`src/rtl/io_port.sv`:
```
// rtl/io_port.sv - write-back I/O port: one-entry OUT register, show-ahead IN FIFO, stall outputs
// Optional stall-event counter enabled by defining IO_PORT_ERR_CNT_EN.
module io_port #(
  parameter int DATA_W   = 16,
  parameter int IN_DEPTH = 4
) (
  input  logic              clk,
  input  logic              reset,
  input  logic              out_en,
  input  logic [DATA_W-1:0] out_wdata,
  output logic              out_stall,
  input  logic              in_en,
  output logic [DATA_W-1:0] in_rdata,
  output logic              in_stall,
  output logic [DATA_W-1:0] port_out_data,
  output logic              port_out_valid,
  input  logic              port_out_ready,
  input  logic [DATA_W-1:0] port_in_data,
  input  logic              port_in_valid,
  output logic              port_in_ready,
  input  logic              err_clr,
  output logic [7:0]        err_cnt
);

  localparam int PW = $clog2(IN_DEPTH);
  localparam int CW = PW + 1;
  localparam logic [CW-1:0] FULL = CW'(IN_DEPTH);

  logic              out_valid_q, out_valid_d;
  logic [DATA_W-1:0] out_data_q, out_data_d;
  logic [CW-1:0]     count_q, count_d;
  logic [PW-1:0]     rd_ptr_q, rd_ptr_d;
  logic [PW-1:0]     wr_ptr_q, wr_ptr_d;
  logic [DATA_W-1:0] mem_q [IN_DEPTH];
  logic [DATA_W-1:0] mem_d [IN_DEPTH];
  logic              out_load, push, pop;

  always_comb begin
    out_stall      = out_en & out_valid_q & ~port_out_ready;
    out_load       = out_en & ~out_stall;
    port_out_valid = out_valid_q;
    port_out_data  = out_data_q;

    out_valid_d = out_valid_q;
    out_data_d  = out_data_q;
    if (out_load) begin
      out_valid_d = 1'b1;
      out_data_d  = out_wdata;
    end else if (out_valid_q & port_out_ready) begin
      out_valid_d = 1'b0;
    end

    // Ready comes only from the registered count, so a full FIFO refuses a push even during a pop.
    port_in_ready = (count_q != FULL);
    push          = port_in_valid & port_in_ready;
    pop           = in_en & (count_q != '0);
    in_stall      = in_en & (count_q == '0);
    in_rdata      = (count_q != '0) ? mem_q[rd_ptr_q] : '0;

    mem_d = mem_q;
    if (push) mem_d[wr_ptr_q] = port_in_data;
    wr_ptr_d = push ? wr_ptr_q + PW'(1) : wr_ptr_q;
    rd_ptr_d = pop ? rd_ptr_q + PW'(1) : rd_ptr_q;
    case ({push, pop})
      2'b10:   count_d = count_q + CW'(1);
      2'b01:   count_d = count_q - CW'(1);
      default: count_d = count_q;
    endcase
  end

  always_ff @(posedge clk or negedge reset) begin
    if (!reset) begin
      out_valid_q <= 1'b0;
      out_data_q  <= '0;
      count_q     <= '0;
      rd_ptr_q    <= '0;
      wr_ptr_q    <= '0;
      for (int i = 0; i < IN_DEPTH; i++) mem_q[i] <= '0;
    end else begin
      out_valid_q <= out_valid_d;
      out_data_q  <= out_data_d;
      count_q     <= count_d;
      rd_ptr_q    <= rd_ptr_d;
      wr_ptr_q    <= wr_ptr_d;
      mem_q       <= mem_d;
    end
  end

`ifdef IO_PORT_ERR_CNT_EN
  logic [7:0] err_cnt_q, err_cnt_d;

  always_comb begin
    err_cnt_d = err_cnt_q;
    if (err_clr) err_cnt_d = '0;
    else if ((out_stall | in_stall) && (err_cnt_q != 8'hFF)) err_cnt_d = err_cnt_q + 8'd1;
    err_cnt = err_cnt_q;
  end

  always_ff @(posedge clk or negedge reset) begin
    if (!reset) err_cnt_q <= '0;
    else        err_cnt_q <= err_cnt_d;
  end
`else
  logic unused_err_clr;
  assign unused_err_clr = err_clr;
  assign err_cnt        = '0;
`endif

endmodule
```
`config.mk`:
```
export PLATFORM = sky130hd
export DESIGN_NAME = io_port
export DESIGN_NICKNAME = d
export VERILOG_FILES = /design/src/rtl/io_port.sv
export SDC_FILE = /design/constraint.sdc
export NUM_CORES = 1
export LEC_CHECK = 0
export BUFFER_PORTS_ARGS = -buffer_cell sky130_fd_sc_hd__buf_2
export CORE_MARGIN = 3
export CORE_UTILIZATION = 59
export DETAILED_ROUTE_END_ITERATION = 7
export HOLD_SLACK_MARGIN = 0.02
export PLACE_DENSITY_LB_ADDON = 0.2
export SLEW_MARGIN = 20
export SYNTH_ARGS = -nofsm -noshare
export SYNTH_HDL_FRONTEND = slang
export SYNTH_SLANG_ARGS = --single-unit
```
`constraint.sdc`:
```
create_clock -name clk -period 3.9 [get_ports clk]
set_input_delay 0.39 -clock clk [delete_from_list [all_inputs] [get_ports clk]]
set_output_delay 0.39 -clock clk [all_outputs]
set_load 0.005 [all_outputs]
```
### After elaboration in Yosys (flattened, before gate mapping)

Cells that the tools add are included.
W data, S select, Z words.

* $add $sub $neg: 4
* multipliers: 0
* divide/modulo/power cells: 0
* $lt $le $gt $ge: 3
* eq/ne operators: 3
* shifts and indexed selects: 0
* muxes and demuxes: 10
* bitwise gates (word level): 11
* reductions and logical operators: 5

Operator list (number)
* $bwmux W64: 1
* $mux W16: 4
* $bmux W16 S2: 1
* $demux W16 S2: 1
* $and A1 B1 Y1: 7
* $ge A3 B3 Y1 const B: 2
* $not A2 Y3: 2
* $pmux W3 S2: 1
* $add A2 B1 Y2 const B: 2
* $reduce_bool A2 Y1: 2
* $add A3 B1 Y3 const B: 1
* $logic_not A3 Y1: 1
* $lt A3 B1 Y1 const B: 1
* $ne A3 B3 Y1 const B: 1
* $reduce_bool A3 Y1: 1
* $sub A3 B1 Y3 const B: 1
* $eq A2 B1 Y1 const B: 1
* $eq A2 B2 Y1 const B: 1
* $mux W1: 2
* $not A1 Y1: 2
* $logic_and A1 B1 Y1: 1

* register bits: 88
* bits in latches: 0
* bits in writable memories: 0
* bits in read-only memories: 0
* logic and storage cells: 45
* memories: 0

### Depth between registers and ports, before layout

Gate-level depths: netlist (run 1).

* depth in word-level cells: 6
* depth in mapped cells: 9

### Worst setup path before layout (run 1)

OpenSTA, ideal clock, no wires.

* path type: flip-flop to flip-flop
* from: reg count_q[0]
* to: reg count_q[2]
* setup time: 125 ps
* arrival: 1925 ps
* data required time: 3775 ps
* path slack: 1850 ps
* cell stages (with the launch flop): 9
* cell sequence: dfrtp_1 -> nor3_1 -> nor2b_1 -> ha_1 -> inv_1 -> fa_1 -> xor2_1 -> nor2_1 -> xor2_1

* longest elaborated chain between the ends: 4
* elaborated cells on any way between the ends: 10

Ends and longest elaborated chain
* start, declared: line 31 `logic [CW-1:0] count_q, count_d;`
* start signal, assigned: line 82 `count_q <= count_d;`
* $reduce_bool A3 Y1 (*): line 56 `pop = in_en & (count_q != '0);`
* $and A1 B1 Y1 (*): line 56
* named net pop: line 36 `logic out_load, push, pop;`
* $eq A2 B1 Y1 / $eq A2 B2 Y1 (equally long branches): line 64 `case ({push, pop})`
* $pmux W3 S2 / $reduce_bool A2 Y1 (equally long branches)

Mark *: on every way through the listed nets, which the timed path passes. The rest lies on a longest branch.
A chain may end at the register's enable or synchronous reset.

### Worst setup path in the final report (run 1)

* from: reg rd_ptr_q[1]
* to: out in_rdata[4]

* longest elaborated chain between the ends: 5

Ends and longest elaborated chain
* start, declared: line 32 `logic [PW-1:0] rd_ptr_q, rd_ptr_d;`
* start signal, assigned: line 83 `rd_ptr_q <= rd_ptr_d;`
* $not A2 Y3 (implied by the code): line 58 `in_rdata = (count_q != '0) ? mem_q[rd_ptr_q] : '0;`
* $bmux W16 S2: line 58
* $mux W16 (implied by the code) (2 in a row): line 58
* $mux W16: line 58
* end, declared: line 13 `output logic [DATA_W-1:0] in_rdata,`

No other way between the ends. The select of a mux whose other input is x is not followed.

==> run summary, run 1 <==
The remaining max-slew budget at the tightest pin was 0.284; the maximum number of pins on one net before global-route repair was 89. 0 antenna diodes ended up in the layout. The buffers plus inverters on the worst setup path was 1. For this design, the sink count on the clock tree is 88. The growth of design area from synthesis to finish is 12.6%.

The tools report the total routing resource utilization after global routing as 0.194. The I/O pin total is 83. The worst-case IR drop observed on VDD is 0.000505 V.

At the pin with the least slew margin, the transition time is 1.07 ns. The routed length per placed instance is 16.6 um. In the synthesized netlist, the cells that appear most often are sky130_fd_sc_hd__dfrtp_1, sky130_fd_sc_hd__mux2_2, sky130_fd_sc_hd__mux2_4, sky130_fd_sc_hd__nor2b_1, sky130_fd_sc_hd__mux4_2. The run gives 0 as the post-cts sizing count. Registers take 2200 um2.

sky130_fd_sc_hd__dfrtp_1 takes more of the synthesized area than any other cell. The number of vias in the routed layout came out at 2248. The total wire length after detailed routing came out at 7.15 mm. The die footprint is 8160 um2, and the number of setup violations in the final report is 0. The congestion estimate from routability-driven global placement came to 0.709.

The async set-reset flop share out of synthesis was 1.00; the worst-path maximum fanout was 17. The largest single stage delay on the critical path is 0.88 ns. The total area inside the core boundary comes to 6830 um2. The die boundary width came out at 90.3 um. Traced cell by cell, the critical path runs through mux4_2 > nor2b_1 > buf_2. Averaged over all synthesized cells, the footprint is 16.1 um2. Buffers inserted to repair hold after CTS numbered 0. The detailed-placement wirelength estimate is 4.60 mm. The clock tree buffer depth is 2, and the fraction of post-synthesis cell area in the top cell type by area is 0.525.

For this run, design rule violations remaining after detail routing come to 0. The count of fill cells added during filler insertion was 499. Dividing the detail-routed via count by the number of cells gives 5.22. After synthesis the cells add up to 4200 um2. Among cell families on the critical path, the largest total delay comes from flip-flops. The hold violation total from the final report was 0; the global routing met2 resource utilization was 0.312.

During synthesis, Yosys emitted a total of 0 warnings. By instance count, the leading cell after synthesis is sky130_fd_sc_hd__dfrtp_1. The fraction of layout instances using a drive strength above 1 came out at 0.564.

The flow ran to the end, and the final reports show no timing, DRC or antenna violations. The total number of H-tree levels was 3. The logs give 375 for the net total in the final layout and 0 for the number of maximum-capacitance constraint violations. The netlist uses 24 different library cells. The tree is rooted in a sky130_fd_sc_hd__clkbuf_8. The logs give 9 for the number of clock buffers inserted by TritonCTS and 2429 for the via count of the first global-routing pass.

The iteration-0 DRC count of the detailed router was 105. The worst hold path class was primary input to asynchronous set/reset pin. The first detailed-routing pass took 4 iterations. The aggregate global routing overflow was 0.

For the fraction of met3 tracks used by global routing, the log shows 0.0433. The tools report the capturing element type of the critical path as an output port. The completed layout was analyzed and its total power is 3.86 mW. Between clock sinks in the finished design, the worst skew comes to 0.0114 ns. met2 is the most crowded layer. The clock period minus final worst setup slack is 2.31 ns.

Setup repair after global routing left no endpoint under its margin. The first global-routing pass estimated 12.4 mm of wire. The analysis attributes to cell leakage a power of 2.22 nW. Once the clock tree was built, the setup fixing pass inserted 0 buffers. The tools report the element type at the critical path start as a flip-flop.

The run gives 433 MHz as the peak clock frequency supported by timing. TritonCTS built the clock tree. The initial core utilization is 0.614, and the insertion delay of the later-clocked pin in the worst-skew pair is 0.34 ns.

The post-synthesis cell count is 260. The worst setup path is of the flip-flop to output port kind. The fraction of the cycle the final worst path needs was 0.592; the max-slew violation total from the final report was 0. The total negative slack is 0 ns. The flip-flop cell with the highest count after synthesis is sky130_fd_sc_hd__dfrtp_1.

In the post-synthesis netlist, the biggest area contributors are sky130_fd_sc_hd__dfrtp_1, sky130_fd_sc_hd__mux2_4, sky130_fd_sc_hd__mux2_2, sky130_fd_sc_hd__mux4_2, sky130_fd_sc_hd__nor2b_1. The sequential share of the synthesized area was 0.525; the height of the die was 90.3 um. The number of flip-flops and latches in the synthesized netlist was 88; the number of port buffers was 73. The number of antenna violations at the first check in global routing is 0, and the critical path required time is 3.51 ns. The clock slew seen by the registers of the worst setup and hold paths was 0.09 ns; the global routing usage on met1 was 0.263. Counting flops with a built-in enable in the synthesized netlist gives 0. The library cell contributing the largest single delay on the critical path was sky130_fd_sc_hd__dfrtp_1.

The multi-input combinational cell area was 1790 um2; the power density of the placed cells was 816 nW/um2. The floorplan has 30 rows. In this run the remaining antenna-violating nets after routing total 0. Data on the critical path arrives at its endpoint at 1.92 ns.
kinds of logic after synthesis:
| kind of cell | count (synthesis) | synth area share |
|---|---|---|
| muxes | 98 | 0.341 |
| DFF | 88 | 0.525 |
| and+or+nand+nor | 32 | 0.0438 |
| buffers and inverters | 29 | 0.0569 |
| xor gates and xnor gates | 6 | 0.0125 |
| adders and majority gates | 6 | 0.0197 |
| other | 1 | 0.000894 |
per-stage QoR:
| stage | utilization | setup WS (ns) | instance area [um2] | hold WS [ns] | cells |
|---|---|---|---|---|---|
| final | 0.691 | 1.59 | 4720 | 0.0712 | 431 |
| after global routing | 0.691 | 1.47 | 4720 | 0.144 | 431 |
| after CTS | 0.691 | 1.56 | 4720 | 0.249 | 431 |
| after detailed placement | 0.661 | 1.75 | 4510 | 0.488 | 415 |
| after global placement | 0.661 | 1.79 | 4510 | 0.476 | 415 |
| after floorplan | - | 1.85 | 4220 | 0.0944 | 267 |
power breakdown:
part	switching (mW)	total, mW	leakage (nW)	internal (mW)
Clock	0.325	0.641	0.0989	0.316
Combinational	0.564	1.64	1.08	1.08
Sequential	0.257	1.58	1.04	1.32
flip-flops by register name, indices dropped and copies added, names as in the netlist:
| name | cells |
|---|---|
| port_out_data | 16 |
| wr_ptr_q | 2 |
| mem_q | 64 |
| count_q | 3 |
| port_out_valid | 1 |
| rd_ptr_q | 2 |
final timing paths:
kind	start	to	slack (ns)	cells past startpoint
max in group asynchronous	reset	mem_q[40]	3.26	1
min in group clk	out_en	port_out_valid	0.26	3
hold reg to reg	rd_ptr_q[0]	rd_ptr_q[0]	0.50	1
hold / removal	reset	port_out_data[12]	0.07	1
setup reg to reg	count_q[0]	count_q[2]	1.76	8
setup / recovery	rd_ptr_q[1]	in_rdata[4]	1.59	3
cell type report:
| type | count | share of cell area |
|---|---|---|
| clock buffers | 10 | 0.0291 |
| flip-flops and latches | 88 | 0.466 |
| multi-input cells | 150 | 0.378 |
| clock inverters | 6 | 0.0143 |
| repair buffers | 75 | 0.0819 |
| inverters | 6 | 0.00477 |
| well taps | 96 | 0.0254 |
cell usage in the layout (no fill, tap or decap), drive strengths merged:
cell / n
dfrtp: 88
mux2: 81
buf: 75
nor2b: 17
mux4: 16
clkbuf: 10
conb: 8
inv: 7
ha: 5
nand2: 4
and3: 4
xor2: 4
nor2: 3
xnor2: 2
clkinvlp: 2
clkinv: 2
nor3: 1
or3b: 1
nand2b: 1
and2: 1
mux2i: 1
fa: 1
bufinv: 1
layer usage:
layer | share of wire | wire length [um]
met5 | 0 | 0
met4 | 0.010 | 74
met3 | 0.053 | 380
met2 | 0.50 | 3570
met1 | 0.44 | 3130
(Power assumes the default switching activity.)
==> run 2: changes to the inputs <==
--- a/config.mk
+++ b/config.mk
@@ -7,7 +7,7 @@
 export LEC_CHECK = 0
 export BUFFER_PORTS_ARGS = -buffer_cell sky130_fd_sc_hd__buf_2
 export CORE_MARGIN = 3
-export CORE_UTILIZATION = 59
+export CORE_UTILIZATION = 50
 export DETAILED_ROUTE_END_ITERATION = 7
 export HOLD_SLACK_MARGIN = 0.02
 export PLACE_DENSITY_LB_ADDON = 0.2
==> constraint.sdc (replaced) <==
create_clock -name clk -period 2.1 [get_ports clk]
set_input_delay 0.21 -clock clk [delete_from_list [all_inputs] [get_ports clk]]
set_output_delay 0.21 -clock clk [all_outputs]
set_load 0.005 [all_outputs]
==> run 2 against run 1 <==
  * Cell count grew 5.1%
  * Count of clock-buffer cells in the layout is the same
  * Clock skew is 0.0038 ns lower
  * Final area rose by 4.3%
  * Critical path type is now flip-flop to flip-flop
  * Critical endpoint is now count_q[2]
==> run summary, run 2 (same netlist as run 1, synthesis figures left out) <==
The run finished with clean final reports. The number of clock buffers inserted by TritonCTS is 9 (unchanged), and the number of vias in the routed layout is 2339 (+4.0%). The tools report the beginning of the critical path as count_q[1]. For the critical path required time, the log shows 2.37 ns (-1.14 ns). The total negative slack was 0 ns (unchanged); the die boundary width was 97.6 um (+8.1%). The worst-path maximum fanout came out at 3 (-14). The register with the most flip-flops in the final layout is mem_q. The run gives 0 (unchanged) as the number of setup violations in the final report. The number of port buffers was 73 (unchanged). The tools report the number of diodes as 0 (unchanged). The via count of the first global-routing pass was 2511 (+3.4%). The library cell used most frequently in the layout, excluding fill and tap cells, is sky130_fd_sc_hd__dfrtp_1. Initial core utilization: 0.529 (-0.0849). The height of the die works out to 97.6 um (+8.1%). The post-layout instance area is 4920 um2 (+4.3%). The run gives 0.0962 ns (-1.49 ns) as the final setup slack of the worst path.

The detailed-placement wirelength estimate was 5.45 mm (+18%); the fraction of the cycle the final worst path needs was 0.954. The average via count per standard cell is 5.16 (-1.0%). The cell area after placement was 4680 um2 (+3.6%). The peak clock frequency supported by timing was 499 MHz; the leakage power was 2.32 nW (+4.8%). The cell with the most instances on the worst path was sky130_fd_sc_hd__xor2_1. The category of the most critical setup path was flip-flop to flip-flop. The routed length per placed instance is 17.0 um (+2.4%). For the area inside the core boundary, the log shows 7930 um2 (+16%).

The power density of the placed cells was 1520 nW/um2 (+86%). The net total in the final layout came out at 391 (+4.3%). The tools report the capturing element type of the critical path as a flip-flop. Flip-flop count of the largest register after layout: 64 (unchanged). The highest ir drop seen on vdd was 0.000807 V (+60%); the weighted congestion reported at the end of routability-driven placement was 0.704 (-0.66%). The number of clock sinks seen by CTS is 88 (unchanged). The worst hold path class is primary input to flip-flop.

The count of fill cells added during filler insertion was 635 (+27%). The clock slew seen by the registers of the worst setup and hold paths came out at 0.09 ns (about the same). The clock period could shrink to 2.00 ns. The placed cell count came out at 435 (+4.8%).

Compared with the post-synthesis result, the final layout area differs by 17.4%. The max-slew violation total from the final report was 0 (unchanged). The maximum number of pins on one net before global-route repair is 42 (-53%), and the I/O pin total is 83 (unchanged). For the number of antenna violations at the first check in global routing, the log shows 0 (unchanged).

The tools report the launch instance of the worst register-to-register path as count_q[1]. The maximum cell stage delay along the critical path works out to 0.41 ns (-0.47 ns). The iteration-0 DRC count of the detailed router is 48 (-54%), and the die footprint is 9530 um2 (+17%). The element type at the critical path start was a flip-flop.

The run gives 453 (+5.1%) as the number of cells in the finished layout apart from fillers. The signal on the critical path passes through or3b_1 > nand2_1 > ha_2 > inv_1 > fa_1 > xor2_1 > nor2_1 > xor2_1. The start point of the worst hold path was out_en.

The total number of H-tree levels is 3 (unchanged), and the setup slack after placement is 0.101 ns (-1.65 ns). For the row count, the log shows 32 (+6.7%). For the hold violation total from the final report, the log shows 0 (unchanged). The run gives 0.00751 ns (-0.00385 ns) as the setup clock skew after layout. The logs give 2 (unchanged) for the clock tree buffer depth and 0 (unchanged) for the number of maximum-capacitance constraint violations.

Insertion delay of the later-clocked pin in the worst-skew pair: 0.34 ns (about the same). The tools report the overall power of the completed layout as 7.48 mW (+94%). Wire length of the first global-routing pass: 13.1 mm (+6.0%).

The library cell contributing the largest single delay on the critical path was sky130_fd_sc_hd__dfrtp_1. For the signal arrival time at the worst endpoint, the log shows 2.28 ns (+0.36 ns). The tools report the total routing resource utilization after global routing as 0.174 (-0.0200). TritonCTS built the clock tree. The total wire length after detailed routing is 7.70 mm (+7.7%).

The logs give 0 (unchanged) for the number of remaining DRC errors and 0 (unchanged) for the count of antenna-violating nets left after detailed routing. The top cell types in the final layout, fill and taps aside, are sky130_fd_sc_hd__dfrtp_1, sky130_fd_sc_hd__buf_2, sky130_fd_sc_hd__mux2_2. Setup repair after global routing left no endpoint under its margin. For the detailed-router iteration count before antenna repair, the log shows 4 (unchanged).

Clock tree root driver cell: sky130_fd_sc_hd__clkbuf_8. The aggregate global routing overflow is 0 (unchanged), and the fraction of layout instances using a drive strength above 1 is 0.584 (+0.0199).
-- run 2: cell count changes in the layout (fill, tap and decap cells not counted), sizes merged --
cell	before	now
clkinvlp	2	1
dlygate4sd3	0	1
buf	75	90
bufinv	1	2
-- run 2: final timing paths --
| check | to | slack (ns) | depth (start not counted) |
|---|---|---|---|
| min | port_out_valid | 0.08 | 3 |
| max reg2reg | count_q[2] | 0.1 | 8 |
| max in group asynchronous | mem_q[47] | 1.18 | 3 |
| min in group asynchronous | mem_q[61] | 0.28 | 2 |
| max | count_q[2] | 0.1 | 8 |
| min reg2reg | port_out_data[3] | 0.50 | 1 |
-- run 2: critical path: cells and delay by family (launching register included) --
kind | cells | cell delay, ns
flip-flops | 1 | 0.41
buffers and inverters | 1 | 0.05
AND/OR/NAND/NOR | 3 | 0.61
adder cells (fa/ha/maj) | 2 | 0.56
XOR/XNOR | 2 | 0.30
-- run 2: area by class of cell --
type                            count  area (um2)  area share
Clock buffer                       10         138      0.0279
Clock inverter                      6        90.1      0.0183
Inverter                            6        22.5     0.00457
Multi-Input combinational cell    150        1790       0.363
Sequential cell                    88        2200       0.447
Tap cell                          102         128      0.0259
Timing Repair Buffer               91         556       0.113
-- run 2: routing by layer --
layer | GRT usage | vias to the layer above | routed length, um
met1 | 0.229 | 1204 | 3440
li1 | - | 1070 | -
met2 | 0.287 | 61 | 3850
met5 | 0 | - | 0
met3 | 0.0495 | 4 | 377
met4 | 0.0405 | 0 | 35
-- run 2: through the flow --
stage / utilization / hold WS [ns]
floorplan: - / -0.0856
global placement: 0.590 / 0.132
detailed placement: 0.590 / 0.134
CTS: 0.620 / 0.0566
global route: 0.621 / 0.0705
finish: 0.621 / 0.0759
-- run 2: report_power, final --
group          switching, mW  total (mW)  internal, mW
combinational           1.15        3.29          2.14
clock                  0.593        1.30         0.707
sequential             0.434        2.89          2.45
total                   2.18        7.48          5.30
-- run 2: timing repair --
action                                  4_1_cts  5_1_grt
setup buffers                                 0        1
endpoints found under the hold margin        22        0
gates resized for setup                       0        1
hold buffers                                  1        0
endpoints found under the setup margin        0        1
==> run 3: changes to the inputs <==
--- a/config.mk
+++ b/config.mk
@@ -9,7 +9,9 @@
 export CORE_MARGIN = 3
 export CORE_UTILIZATION = 50
 export DETAILED_ROUTE_END_ITERATION = 7
+export GPL_TIMING_DRIVEN = 0
 export HOLD_SLACK_MARGIN = 0.02
+export MAX_ROUTING_LAYER = met4
 export PLACE_DENSITY_LB_ADDON = 0.2
 export SLEW_MARGIN = 20
 export SYNTH_ARGS = -nofsm -noshare
==> run 3 against run 2 <==
  * Global-route usage about the same
  * Final area grew 4.5%
  * Maximum frequency is 0.20% lower
  * Core utilization grew 2.8 points
  * Sequential power about the same
  * Worst hold slack got worse by 0.0034 ns
  * Critical path depth down 4
  * Total power is 4.6% higher
  * Flip-flop and latch count unchanged
  * Routed wire length down 0.74%
  * Combinational power rose by 7.9%
  * First-iteration DRC count rose by 4.2%
==> run summary, run 3 (same netlist as run 1, synthesis figures left out) <==
The detailed-placement wirelength estimate was 5.22 mm (-4.2%); the height of the die was 97.6 um (unchanged). The max-slew violation total from the final report is 0 (unchanged), and the via count of the first global-routing pass is 2527 (+0.64%). The logs give 12.7 mm (-3.3%) for the wire length of the first global-routing pass and 0 ns (unchanged) for the total negative slack. In the layout the commonest cells are sky130_fd_sc_hd__dfrtp_1, sky130_fd_sc_hd__buf_2, sky130_fd_sc_hd__mux2_2. Number of clock buffers inserted by TritonCTS: 9 (unchanged). Capturing element type of the critical path: an output port.

The flip-flop count of the largest register after layout was 64 (unchanged). The routed length per placed instance works out to 16.3 um (-3.9%). For the internal power contribution, the log shows 5.59 mW (+5.6%). The total number of H-tree levels was 3 (unchanged); the peak clock frequency supported by timing was 498 MHz (-0.20%). The placed cell count came out at 443 (+1.8%). The run finished with clean final reports. The area inside the core boundary was 7930 um2 (unchanged). Total wire length after detailed routing: 7.65 mm (-0.74%). For the power share of the clock group, the log shows 0.177 (+0.003).

The power share of the combinational group was 0.454 (+0.014); the final hold slack was 0.0725 ns (-0.00344 ns). The total routing resource utilization after global routing was 0.174 (+0.000206); the critical path required time was 1.89 ns (-0.48 ns). The fraction of the cycle the final worst path needs is 0.956 (+0.00190). The number of setup violations in the final report was 0 (unchanged); the number of maximum-capacitance constraint violations was 0 (unchanged).

The category of the most critical setup path is flip-flop to output port. The run gives 0.615 as the remaining max-slew budget at the tightest pin. The average via count per standard cell is 5.01 (-3.0%). Detailed-router iteration count before antenna repair: 4 (unchanged).

The actual slew at the worst max-slew pin is 0.577 ns, and the clock slew seen by the registers of the worst setup and hold paths is 0.09 ns (about the same). The hold violation total from the final report is 0 (unchanged), and the number of remaining DRC errors is 0 (unchanged). The aggregate global routing overflow came out at 0 (unchanged).

The number of port buffers came out at 73 (unchanged). The clock period minus final worst setup slack came out at 2.01 ns (+0.00399 ns). The commonest non-fill, non-tap cell in the layout was sky130_fd_sc_hd__dfrtp_1. The signal arrival time at the worst endpoint was 1.80 ns (-0.48 ns).

The fraction of layout instances using a drive strength above 1 came out at 0.607 (+0.0225). From synthesis to final layout, the design area changed by 22.7%. The maximum number of pins on one net before global-route repair was 46 (+9.5%); the power density of the placed cells was 1520 nW/um2 (about the same).

Share of total power consumed by net switching: 0.285 (-0.00633). The tools report the weighted congestion reported at the end of routability-driven placement as 0.734 (+4.2%). In this run the worst hold path is classified as primary input to flip-flop.

The number of vias in the routed layout is 2343 (+0.17%), and the number of antenna violations at the first check in global routing is 0 (unchanged). Setup clock skew after layout: 0.0142 ns (+0.00670 ns). For the initial core utilization, the log shows 0.529 (unchanged).

The highest ir drop seen on vdd came out at 0.000859 V (+6.5%). The number of clock sinks seen by CTS is 88 (unchanged), and the die boundary width is 97.6 um (unchanged). The iteration-0 DRC count of the detailed router is 50 (+4.2%), and the number of diodes is 0 (unchanged). For the insertion delay of the later-clocked pin in the worst-skew pair, the log shows 0.35 ns (about the same). The worst-path maximum fanout was 10 (+7).

The worst setup path is launched from a flip-flop. The leakage power was 2.43 nW (+4.5%); the core utilization of the finished layout was 0.649 (+0.0283). For the number of cells in the finished layout apart from fillers, the log shows 468 (+3.3%). The register containing the most flip-flops in the final layout is mem_q. The sequential share of power is 0.368 (-0.018), and the count of antenna-violating nets left after detailed routing is 0 (unchanged). The row count was 32 (unchanged); the clock tree buffer depth was 2 (unchanged). The I/O pin total is 83 (unchanged). The switching power of the nets was 2.23 mW (+2.4%).

The net total in the final layout is 406 (+3.8%). The tree is rooted in a sky130_fd_sc_hd__clkbuf_8. The run gives 9530 um2 (unchanged) as the die footprint. TritonCTS built the clock tree.
-- run 3: routing by layer --
metal | GRT usage | wire length [um] | part of all wire | up-vias
met5 | - | 0 | 0 | -
met1 | 0.225 | 3470 | 0.45 | 1188
met2 | 0.276 | 3770 | 0.49 | 54
li1 | - | - | - | 1097
met4 | 0.0415 | 50 | 0.0065 | 0
met3 | 0.0481 | 359 | 0.047 | 4
-- run 3: worst max-delay path, stage by stage (launching register included) --
cell and delay [ns]:
sky130_fd_sc_hd__dfrtp_2 0.50, sky130_fd_sc_hd__buf_2 0.32, sky130_fd_sc_hd__mux4_2 0.35, sky130_fd_sc_hd__nor2b_1 0.15, sky130_fd_sc_hd__buf_2 0.14
-- run 3: per-stage QoR --
step	power [mW]	setup slack (ns)	cell area, um2
2_1_floorplan	5.29	0.0498	4220
6_report	7.82	0.0923	5150
3_3_place_gp	6.11	-0.541	4720
5_1_grt	8.34	-0.0247	5150
4_1_cts	7.79	0.00823	5080
3_5_place_dp	6.22	-0.125	4750
-- run 3: worst paths after layout --
path	start	end	slack, ns	cells after the start
worst max-delay path	rd_ptr_q[1]	in_rdata[4]	0.09	4
worst min-delay path	out_en	port_out_valid	0.07	3
worst max register to register	count_q[0]	count_q[2]	0.10	9
worst min register to register	port_out_data[12]	port_out_data[12]	0.51	1
max in group asynchronous	reset	mem_q[63]	1.07	3
min in group asynchronous	reset	mem_q[58]	0.41	2
-- run 3: layout make-up --
type	count	area, um2
fillers	611	2780
flip-flops and latches	88	2200
multi-input cells	150	1820
repair buffers	84	485
plain buffers	22	250
clock buffers	10	128
well taps	102	128
clock inverters	6	115
inverters	6	22.5
-- run 3: repair_timing --
action                     4_1_cts  5_1_grt
pin swaps                        3        3
buffers inserted                 6        3
hold buffers                     1        0
gates resized for setup         12        7
setup endpoints to repair       12        9
hold endpoints to repair        43        0
-- run 3: power by group through the flow --
stage               clock network, mW  logic [mW]  registers, mW
floorplan                           0        2.54           2.75
global placement                    0        3.27           2.84
detailed placement                  0        3.35           2.87
CTS                              1.43        3.48           2.88
global route                     1.50        3.86           2.98
finish                           1.39        3.55           2.88
